File: config.mk
export PLATFORM = sky130hd
export DESIGN_NAME = display_scheduler_flat
export DESIGN_NICKNAME = d
export VERILOG_FILES = /design/src/rtl/display_scheduler_pkg.sv /design/src/rtl/display_scheduler_if.sv /design/src/rtl/display_scheduler_tick_prescaler.sv /design/src/rtl/display_scheduler.sv /design/src/flat_wrapper.sv
export SDC_FILE = /design/constraint.sdc
export NUM_CORES = 1
export LEC_CHECK = 0
export CAP_MARGIN = 20
export CORE_MARGIN = 2
export CORE_UTILIZATION = 60
export DETAILED_ROUTE_END_ITERATION = 16
export PLACE_DENSITY = 0.85
export SETUP_SLACK_MARGIN = 0.4
export SYNTH_ARGS = -nofsm -noshare
export SYNTH_HDL_FRONTEND = slang
export SYNTH_SLANG_ARGS = --single-unit
File: constraint.sdc
create_clock -name clock -period 4.2 [get_ports clock]
set_input_delay 0.42 -clock clock [delete_from_list [all_inputs] [get_ports clock]]
set_output_delay 0.42 -clock clock [all_outputs]
set_load 0.03 [all_outputs]
File: src/rtl/display_scheduler_pkg.sv
// Shared definitions for the display scheduler: state encoding, default
// timing constants and the counter-width helper used by the RTL and the bench.
package display_scheduler_pkg;

  typedef enum logic [1:0] {
    ST_NORMAL = 2'd0,
    ST_EDIT   = 2'd1,
    ST_ALERT  = 2'd2
  } state_t;

  localparam int DEF_TICK_DIV           = 50000;
  localparam int DEF_BLINK_TICKS        = 250;
  localparam int DEF_EDIT_TIMEOUT_TICKS = 5000;
  localparam int DEF_ALERT_TICKS        = 2000;

  // Width of a counter that holds 0..n-1; a single bit when n is 1.
  function automatic int cnt_width(input int n);
    return (n > 1) ? $clog2(n) : 1;
  endfunction

endpackage

File: src/rtl/display_scheduler_if.sv
// Bundle between the control core / keypad logic and the display driver,
// with the scheduler on the slave side.
interface display_scheduler_if;

  logic [7:0] dest;
  logic [7:0] curr;
  logic       editReq;
  logic       editDone;
  logic       keyActivity;
  logic       alertReq;
  logic [7:0] alertCode;
  logic       unitToggle;
  logic [7:0] dispDest;
  logic [7:0] dispCurr;
  logic       displayMode;
  logic       blankDest;
  logic [1:0] state;

  modport master (
    output dest, curr, editReq, editDone, keyActivity, alertReq, alertCode, unitToggle,
    input  dispDest, dispCurr, displayMode, blankDest, state
  );

  modport slave (
    input  dest, curr, editReq, editDone, keyActivity, alertReq, alertCode, unitToggle,
    output dispDest, dispCurr, displayMode, blankDest, state
  );

endinterface

File: src/rtl/display_scheduler_tick_prescaler.sv
// Free-running divider: counts 0..DIV-1 and flags the last count as a tick.
// A clear restarts the count so the next tick lands exactly DIV cycles later.
module tick_prescaler
  import display_scheduler_pkg::*;
#(
  parameter int DIV = DEF_TICK_DIV
) (
  input  logic clock,
  input  logic resetN,
  input  logic clear,
  output logic tick
);

  localparam int              W    = cnt_width(DIV);
  localparam logic [W-1:0]    LAST = W'(DIV - 1);

  logic [W-1:0] cnt_reg;

  always_ff @(posedge clock or negedge resetN) begin
    if (!resetN) begin
      cnt_reg <= '0;
    end else if (clear || (cnt_reg == LAST)) begin
      cnt_reg <= '0;
    end else begin
      cnt_reg <= cnt_reg + W'(1);
    end
  end

  assign tick = (cnt_reg == LAST);

endmodule

File: src/rtl/display_scheduler.sv
// Chooses what the temperature display shows (pass-through, blinking setpoint
// edit, or a timed alert code) and owns the hex/decimal mode flag.
module display_scheduler
  import display_scheduler_pkg::*;
#(
  parameter int TICK_DIV           = DEF_TICK_DIV,
  parameter int BLINK_TICKS        = DEF_BLINK_TICKS,
  parameter int EDIT_TIMEOUT_TICKS = DEF_EDIT_TIMEOUT_TICKS,
  parameter int ALERT_TICKS        = DEF_ALERT_TICKS
) (
  input  logic                clock,
  input  logic                resetN,
  display_scheduler_if.slave  bus
);

  localparam int BW = cnt_width(BLINK_TICKS);
  localparam int EW = cnt_width(EDIT_TIMEOUT_TICKS);
  localparam int AW = cnt_width(ALERT_TICKS);

  localparam logic [BW-1:0] BLINK_LAST = BW'(BLINK_TICKS - 1);
  localparam logic [EW-1:0] EDIT_LAST  = EW'(EDIT_TIMEOUT_TICKS - 1);
  localparam logic [AW-1:0] ALERT_LAST = AW'(ALERT_TICKS - 1);

  state_t        state_reg, state_next;
  state_t        resume_reg, resume_next;
  logic [7:0]    code_reg, code_next;
  logic          mode_reg, mode_next;
  logic [EW-1:0] edit_cnt_reg, edit_cnt_next;
  logic [BW-1:0] blink_cnt_reg, blink_cnt_next;
  logic          blank_reg, blank_next;
  logic [AW-1:0] alert_cnt_reg, alert_cnt_next;
  logic [7:0]    disp_dest_reg, disp_curr_reg;
  logic          display_mode_reg;
  logic          restart;
  logic          prescale_clear;
  logic          tick;

  tick_prescaler #(
    .DIV (TICK_DIV)
  ) u_prescaler (
    .clock  (clock),
    .resetN (resetN),
    .clear  (prescale_clear),
    .tick   (tick)
  );

  // Requests are decoded in priority order; a tick only acts when no request does.
  always_comb begin
    state_next     = state_reg;
    resume_next    = resume_reg;
    code_next      = code_reg;
    mode_next      = mode_reg ^ bus.unitToggle;
    edit_cnt_next  = edit_cnt_reg;
    blink_cnt_next = blink_cnt_reg;
    blank_next     = blank_reg;
    alert_cnt_next = alert_cnt_reg;
    restart        = 1'b0;

    case (state_reg)
      ST_NORMAL: begin
        edit_cnt_next  = '0;
        blink_cnt_next = '0;
        alert_cnt_next = '0;
        if (bus.alertReq) begin
          state_next  = ST_ALERT;
          code_next   = bus.alertCode;
          resume_next = (bus.editReq && !bus.editDone) ? ST_EDIT : ST_NORMAL;
        end else if (bus.editReq) begin
          state_next = ST_EDIT;
        end
      end

      ST_EDIT: begin
        alert_cnt_next = '0;
        if (bus.alertReq) begin
          state_next  = ST_ALERT;
          code_next   = bus.alertCode;
          resume_next = bus.editDone ? ST_NORMAL : ST_EDIT;
        end else if (bus.editDone) begin
          state_next = ST_NORMAL;
        end else if (bus.editReq || bus.keyActivity) begin
          restart        = 1'b1;
          edit_cnt_next  = '0;
          blink_cnt_next = '0;
          blank_next     = 1'b0;
        end else if (tick) begin
          if (edit_cnt_reg == EDIT_LAST) begin
            state_next = ST_NORMAL;
          end else begin
            edit_cnt_next = edit_cnt_reg + EW'(1);
            if (blink_cnt_reg == BLINK_LAST) begin
              blink_cnt_next = '0;
              blank_next     = ~blank_reg;
            end else begin
              blink_cnt_next = blink_cnt_reg + BW'(1);
            end
          end
        end
      end

      ST_ALERT: begin
        // Edit timers idle here so a resume into EDIT starts them from zero.
        edit_cnt_next  = '0;
        blink_cnt_next = '0;
        if (bus.alertReq) begin
          restart        = 1'b1;
          code_next      = bus.alertCode;
          alert_cnt_next = '0;
        end else if (bus.editDone) begin
          resume_next = ST_NORMAL;
        end else if (bus.editReq) begin
          resume_next = ST_EDIT;
        end else if (tick) begin
          if (alert_cnt_reg == ALERT_LAST) begin
            state_next     = resume_reg;
            alert_cnt_next = '0;
          end else begin
            alert_cnt_next = alert_cnt_reg + AW'(1);
          end
        end
      end

      default: begin
        state_next = ST_NORMAL;
      end
    endcase

    if (state_next != ST_EDIT) begin
      blank_next = 1'b0;
    end

    prescale_clear = restart || (state_next != state_reg);
  end

  always_ff @(posedge clock or negedge resetN) begin
    if (!resetN) begin
      state_reg        <= ST_NORMAL;
      resume_reg       <= ST_NORMAL;
      code_reg         <= '0;
      mode_reg         <= 1'b0;
      edit_cnt_reg     <= '0;
      blink_cnt_reg    <= '0;
      blank_reg        <= 1'b0;
      alert_cnt_reg    <= '0;
      disp_dest_reg    <= '0;
      disp_curr_reg    <= '0;
      display_mode_reg <= 1'b0;
    end else begin
      state_reg     <= state_next;
      resume_reg    <= resume_next;
      code_reg      <= code_next;
      mode_reg      <= mode_next;
      edit_cnt_reg  <= edit_cnt_next;
      blink_cnt_reg <= blink_cnt_next;
      blank_reg     <= blank_next;
      alert_cnt_reg <= alert_cnt_next;
      if (state_next == ST_ALERT) begin
        disp_dest_reg    <= code_next;
        disp_curr_reg    <= code_next;
        display_mode_reg <= 1'b0;
      end else begin
        disp_dest_reg    <= bus.dest;
        disp_curr_reg    <= bus.curr;
        display_mode_reg <= mode_next;
      end
    end
  end

  assign bus.dispDest    = disp_dest_reg;
  assign bus.dispCurr    = disp_curr_reg;
  assign bus.displayMode = display_mode_reg;
  assign bus.blankDest   = blank_reg;
  assign bus.state       = state_reg;

endmodule

File: src/flat_wrapper.sv
// flat-port wrapper written by rule: the top's interface ports become plain ports
module display_scheduler_flat import display_scheduler_pkg::*;
#(
  parameter int TICK_DIV           = DEF_TICK_DIV,
  parameter int BLINK_TICKS        = DEF_BLINK_TICKS,
  parameter int EDIT_TIMEOUT_TICKS = DEF_EDIT_TIMEOUT_TICKS,
  parameter int ALERT_TICKS        = DEF_ALERT_TICKS
)
  (clock, resetN, bus_dest, bus_curr, bus_editReq, bus_editDone, bus_keyActivity, bus_alertReq, bus_alertCode, bus_unitToggle, bus_dispDest, bus_dispCurr, bus_displayMode, bus_blankDest, bus_state);
  display_scheduler_if bus_i ();
  input  logic clock;
  input  logic resetN;
  input wire logic [$bits(bus_i.dest)-1:0] bus_dest;
  input wire logic [$bits(bus_i.curr)-1:0] bus_curr;
  input wire logic [$bits(bus_i.editReq)-1:0] bus_editReq;
  input wire logic [$bits(bus_i.editDone)-1:0] bus_editDone;
  input wire logic [$bits(bus_i.keyActivity)-1:0] bus_keyActivity;
  input wire logic [$bits(bus_i.alertReq)-1:0] bus_alertReq;
  input wire logic [$bits(bus_i.alertCode)-1:0] bus_alertCode;
  input wire logic [$bits(bus_i.unitToggle)-1:0] bus_unitToggle;
  output wire logic [$bits(bus_i.dispDest)-1:0] bus_dispDest;
  output wire logic [$bits(bus_i.dispCurr)-1:0] bus_dispCurr;
  output wire logic [$bits(bus_i.displayMode)-1:0] bus_displayMode;
  output wire logic [$bits(bus_i.blankDest)-1:0] bus_blankDest;
  output wire logic [$bits(bus_i.state)-1:0] bus_state;
  assign bus_i.dest = bus_dest;
  assign bus_i.curr = bus_curr;
  assign bus_i.editReq = bus_editReq;
  assign bus_i.editDone = bus_editDone;
  assign bus_i.keyActivity = bus_keyActivity;
  assign bus_i.alertReq = bus_alertReq;
  assign bus_i.alertCode = bus_alertCode;
  assign bus_i.unitToggle = bus_unitToggle;
  assign bus_dispDest = bus_i.dispDest;
  assign bus_dispCurr = bus_i.dispCurr;
  assign bus_displayMode = bus_i.displayMode;
  assign bus_blankDest = bus_i.blankDest;
  assign bus_state = bus_i.state;
  display_scheduler #(.TICK_DIV(TICK_DIV), .BLINK_TICKS(BLINK_TICKS), .EDIT_TIMEOUT_TICKS(EDIT_TIMEOUT_TICKS), .ALERT_TICKS(ALERT_TICKS)) u_core (.clock(clock), .resetN(resetN), .bus(bus_i));
endmodule
# [Word level (Yosys, flattened, before mapping)]
# Cells that the tools add are included.
[classes] addsub=4 mul=0 div=0 magnitude_cmp=0 eq_ne=23 n_shift=0 mux=59 bitwise=2 reduce_logical=19
[op_table] operator="2-to-1 mux 8 bit" count=10
[op_table] operator="2-to-1 mux 13 bit" count=5
[op_table] operator="2-to-1 mux 11 bit" count=5
[op_table] operator="2-to-1 mux 2 bit" count=17
[op_table] operator="case mux 13 bit (2 select lines)" count=1
[op_table] operator="case mux 11 bit (2 select lines)" count=1
[op_table] operator="adder 16 x 1 -> 16 bit, second input constant" count=1
[op_table] operator="== test 16 bit, second input constant" count=1
[op_table] operator="2-to-1 mux 16 bit" count=1
[op_table] operator="case mux 8 bit (2 select lines)" count=1
[op_table] operator="2-to-1 mux 1 bit" count=15
[op_table] operator="adder 13 x 1 -> 13 bit, second input constant" count=1
[op_table] operator="== test 13 bit, second input constant" count=1
[op_table] operator="case mux 2 bit (3 select lines)" count=2
[op_table] operator="adder 11 x 1 -> 11 bit, second input constant" count=1
[op_table] operator="== test 11 bit, second input constant" count=1
[op_table] operator="!= test 2 bit, second input constant" count=5
[op_table] operator="AND reduction 5 bit" count=2
[op_table] operator="!= test 3 x 2 -> 1 bit, second input constant" count=3
[op_table] operator="!= test 3 bit, second input constant" count=3
[op_table] operator="nonzero test 3 bit" count=3
[op_table] operator="adder 8 x 1 -> 8 bit, second input constant" count=1
[op_table] operator="== test 8 bit, second input constant" count=1
[op_table] operator="!= test 2 x 1 -> 1 bit, second input constant" count=3
[op_table] operator="other kinds (16)" count=22
[word_totals] reg_bits=79 latchBits=0 mem_bits_rw=0 rom_bits=0 output_inout_bits=20 wordCells=119 n_memories=0

# [Logic depth before layout (Yosys ltp)]
[logic_depth] ltp_word=11 depth_mapped=10

# [Modules after synthesis]
# Synthesis repeated with hierarchy kept, for this count alone.
[hier_totals] cells_unflattened=427 area_unflattened_um2=4277.9
[by_module_without_submodules] module="display_scheduler" n_inst=1 cells_per_inst=347 area_per_inst_um2=3479.6
[by_module_without_submodules] module="tick_prescaler" n_inst=1 cells_per_inst=80 area_per_inst_um2=798.3

# [Worst setup path before layout]
# OpenSTA, ideal clock, no wires.
[synth_path] path_kind="reg-to-reg" from="reg u_core.state_reg[1], in the netlist u_core.bus.state[1]" to="reg u_core.disp_curr_reg[0], in the netlist u_core.bus.dispCurr[0]" t_arrival_ns=2.442 required_time_ns=4.075 path_slack_ns=1.633 path_stages_with_launch=10 path_cell_list="dfrtp_1 > inv_1 > ha_1 > clkbuf_1 > nor3b_1 > o31a_1 > o22ai_1 > a211oi_4 > buf_8 > mux2_4"
[synth_between] elab_chain_cells=8 word_cells_on_any_way=20
[synth_lines] item="from (decl)" line="display_scheduler.sv:24" rtl="state_t state_reg, state_next;"
[synth_lines] item="from (signal assigned)" line="display_scheduler.sv:149" rtl="state_reg <= state_next;"
[synth_lines] item="2-to-1 mux 2 bit (on tied branches)" line="display_scheduler.sv:114, display_scheduler.sv:87"
[synth_lines] item="2-to-1 mux 2 bit (on tied branches)" line="display_scheduler.sv:113, display_scheduler.sv:86"
[synth_lines] item="2-to-1 mux 2 bit (on tied branches)" line="display_scheduler.sv:111, display_scheduler.sv:81"
[synth_lines] item="2-to-1 mux 2 bit (on tied branches)" line="display_scheduler.sv:109, display_scheduler.sv:79"
[synth_lines] item="2-to-1 mux 2 bit (on tied branches)" line="display_scheduler.sv:105, display_scheduler.sv:75"
[synth_lines] item="case mux 2 bit (3 select lines)" line="display_scheduler.sv:59" rtl="case (state_reg)"
[synth_lines] item="== test 2 bit" line="display_scheduler.sv:157" rtl="if (state_next == ST_ALERT) begin"
[synth_lines] item="2-to-1 mux 8 bit (*)" line="display_scheduler.sv:157"
[synth_lines] item="to (signal assigned)" line="display_scheduler.sv:159" rtl="disp_curr_reg <= code_next;"
[synth_lines] item="to (signal assigned)" line="display_scheduler.sv:163" rtl="disp_curr_reg <= bus.curr;"
[synth_lines] item="to (decl)" line="display_scheduler.sv:32" rtl="logic [7:0] disp_dest_reg, disp_curr_reg;"
# Mark *: on every way between the ends. The rest lies on a longest branch, timed or not.
# A chain may end at the register's enable or synchronous reset.

# [Worst setup path in the final report]
[layout_path] from="reg u_core.u_prescaler.cnt_reg[0]" to="reg u_core.edit_cnt_reg[5]"
[layout_between] elab_chain_cells=3
[layout_lines] item="from (decl)" line="display_scheduler_tick_prescaler.sv:17" rtl="logic [W-1:0] cnt_reg;"
[layout_lines] item="from (signal assigned)" line="display_scheduler_tick_prescaler.sv:25" rtl="cnt_reg <= cnt_reg + W'(1);"
[layout_lines] item="== test 16 bit" line="display_scheduler_tick_prescaler.sv:29" rtl="assign tick = (cnt_reg == LAST);"
[layout_lines] item="!= test 3 x 1 -> 1 bit (no source line)"
[layout_lines] item="AND reduction 5 bit (no source line)"
[layout_lines] item="to (signal assigned)" line="display_scheduler.sv:153" rtl="edit_cnt_reg <= edit_cnt_next;"
[layout_lines] item="to (decl)" line="display_scheduler.sv:28" rtl="logic [EW-1:0] edit_cnt_reg, edit_cnt_next;"
# No other way between the ends.

==> flow_summary.json <==
{
  "status": "completed",
  "synth.distinct_cells": 58,
  "first_global_vias": 3139,
  "fin_crit_sh": 0.698,
  "drv_cap": 0,
  "io_pins": 51,
  "drive_above_1_share": 0.102,
  "fin_crit_ps": 2930,
  "h-tree-depth": 3,
  "grt_setup_unrepaired": "false",
  "worst_slack_ps": 1270,
  "gr-usage-all-layers": 0.244,
  "final_common_cell": "dfrtp_1",
  "drtPass1Iterations": 5,
  "final_cell_mix": "dfrtp_1 (78), clkdlybuf4s50_1 (49), nor2_1 (43)",
  "syn_area_um2": 4080,
  "vias_per_cell": 6.00,
  "worstSetupStartpointType": "flip-flop",
  "fin_cells": 543,
  "root_buffer": "clkbuf_8",
  "drc": 0,
  "n_fill_cell": 497,
  "p_leak_nw": 2.08,
  "synth_edf_count": 0,
  "finalWeightedCongestion": 0.939,
  "ys_warn_count": 0,
  "dieArea_um2": 7470,
  "ys_async_sr_fraction": 1.00,
  "r2r-start": "u_core.u_prescaler.cnt_reg[0]",
  "synth_fp_nets": 450,
  "totalWireLength_um": 8450,
  "drv_slew": 0,
  "setup_viol_count_final": 0,
  "die_y_um": 86.4,
  "die_w_um": 86.4,
  "postCtsSetupRepairBufs": 0,
  "dp.cells": 526,
  "fin_setup_tns_ps": 0,
  "synth_seq_cells": 78,
  "hold_buffers": 0,
  "grt_max_degree": 79,
  "worst_pin_slew_ps": 946,
  "fin_skew_ps": 9.79,
  "relSlewSlack": 0.369,
  "utilization": 0.715,
  "fp-row-count": 30,
  "crit_path_end_kind": "flip-flop",
  "drt-initial-drc-count": 215,
  "numCtsBuffers": 9,
  "totalPowerFinal_mw": 2.59,
  "post_cts_resized": 0,
  "power.density_nw_per_um2": 541,
  "overflow": 0,
  "hold_violations": 0,
  "cts_sinks": 78,
  "synth_area_per_cell_um2": 9.94,
  "arrival_ps": 3190,
  "yosys_most_used_dff": "dfrtp_1",
  "initial_core_util": 0.610,
  "antenna_left": 0,
  "wire_per_inst_um": 15.6,
  "syn_to_final_growth_pct": 17.2,
  "critPathLaunch": "u_core.u_prescaler.cnt_reg[0]",
  "antenna_found_initial": 0,
  "post-dp-hpwl_um": 5900,
  "core-area_um2": 6680,
  "port_buffers": 50,
  "hold_path_class": "in2async",
  "post-place-ws_ps": 1050,
  "syn_inst": 410,
  "largest_reg_flops": 16,
  "cp_max_fo": 28,
  "required_ps": 4450,
  "cts_tree": "yes",
  "clk_pin_slew_worst_paths_ps": 80,
  "fmaxAchievable_ghz": 0.341,
  "vias": 3259,
  "antennaDiodeCount": 0,
  "final_nets": 498,
  "peakVddDrop_v": 0.000449,
  "crit_type": "reg2reg",
  "ys_seq_area_frac": 0.479,
  "grt_pass1_wl_um": 14500,
  "clk_latency_ps": 350,
  "ctsLongestPathBuffers": 2
}
## layer usage
metal  up-vias  global-route usage  wire [um]
li1       1556                   -          -
met1      1580               0.319       3630
met2       102               0.387       4200
met3        21              0.0648        426
met4         0              0.0994        182
met5         -                   0          0
## cell families (layout without fill, tap and decap cells)
kind of cell	Yosys count	count (layout)	share of synthesized area
AO/OA/AOI/OAI	88	88	0.141
XOR/XNOR	15	15	0.0322
adder cells (fa/ha/maj)	9	9	0.0276
buffers and inverters	35	88	0.0381
flip-flops	78	78	0.479
multiplexers	24	24	0.0722
AND/OR/NAND/NOR	161	161	0.210
## worst paths after layout
path | endpoint | slack, ps | cells past startpoint
setup / recovery | u_core.edit_cnt_reg[5] | 1270 | 7
hold / removal | u_core.edit_cnt_reg[4] | 200 | 1
setup reg to reg | u_core.edit_cnt_reg[5] | 1270 | 7
hold reg to reg | u_core.u_prescaler.cnt_reg[0] | 460 | 1
max in group asynchronous | u_core.bus.dispDest[7] | 3380 | 1
min in group clock | u_core.u_prescaler.cnt_reg[0] | 460 | 1
## Yosys cell counts (3+ instances only)
cell type / instances / area share
a21oi_1: 4 / 0.0049
a31oi_1: 5 / 0.0077
and3_1: 15 / 0.023
buf_2: 4 / 0.0049
clkbuf_1: 11 / 0.010
dfrtp_1: 78 / 0.48
ha_1: 9 / 0.028
inv_1: 18 / 0.017
mux2_2: 7 / 0.019
mux2_4: 9 / 0.033
mux2i_1: 8 / 0.020
nand2_1: 30 / 0.028
nand2b_1: 6 / 0.0092
nand3_1: 19 / 0.023
nand4_1: 9 / 0.014
nand4b_1: 3 / 0.0064
nor2_1: 43 / 0.040
nor2b_1: 7 / 0.011
nor3_1: 7 / 0.0086
o211ai_1: 3 / 0.0055
o21ai_0: 42 / 0.052
o22ai_1: 3 / 0.0046
o31ai_1: 13 / 0.024
or2_2: 4 / 0.0061
xnor2_1: 4 / 0.0086
xor2_1: 11 / 0.024
## area by class of cell
type / instances / area (um^2) / area share
Clock buffer: 10 / 128 / 0.0267
Tap cell: 80 / 100 / 0.0210
Timing Repair Buffer: 54 / 523 / 0.109
Inverter: 18 / 67.6 / 0.0141
Multi-Input combinational cell: 297 / 1970 / 0.412
Sequential cell: 78 / 1950 / 0.409
Clock inverter: 6 / 38.8 / 0.00812
## worst max-delay path, stage by stage, from the launching register on
cell	delay [ps]
dfrtp_1	370
ha_1	200
and3_1	260
and4_1	370
nand2_1	90
a311o_1	670
nand2b_1	460
o41ai_1	400
## per-stage QoR
| step | hold WS, ps | instance area [um^2] |
|---|---|---|
| 5_1_grt | 292 | 4780 |
| 4_1_cts | 248 | 4770 |
| 3_3_place_gp | 444 | 4600 |
| 3_5_place_dp | 451 | 4610 |
| 2_1_floorplan | 124 | 4080 |
| 6_report | 200 | 4780 |
## power breakdown
| group | total [mW] | internal, mW | switching (mW) |
|---|---|---|---|
| logic | 1.13 | 0.475 | 0.658 |
| clock network | 0.492 | 0.212 | 0.280 |
| registers | 0.960 | 0.883 | 0.0761 |
Power figures use the tool's default switching activity.
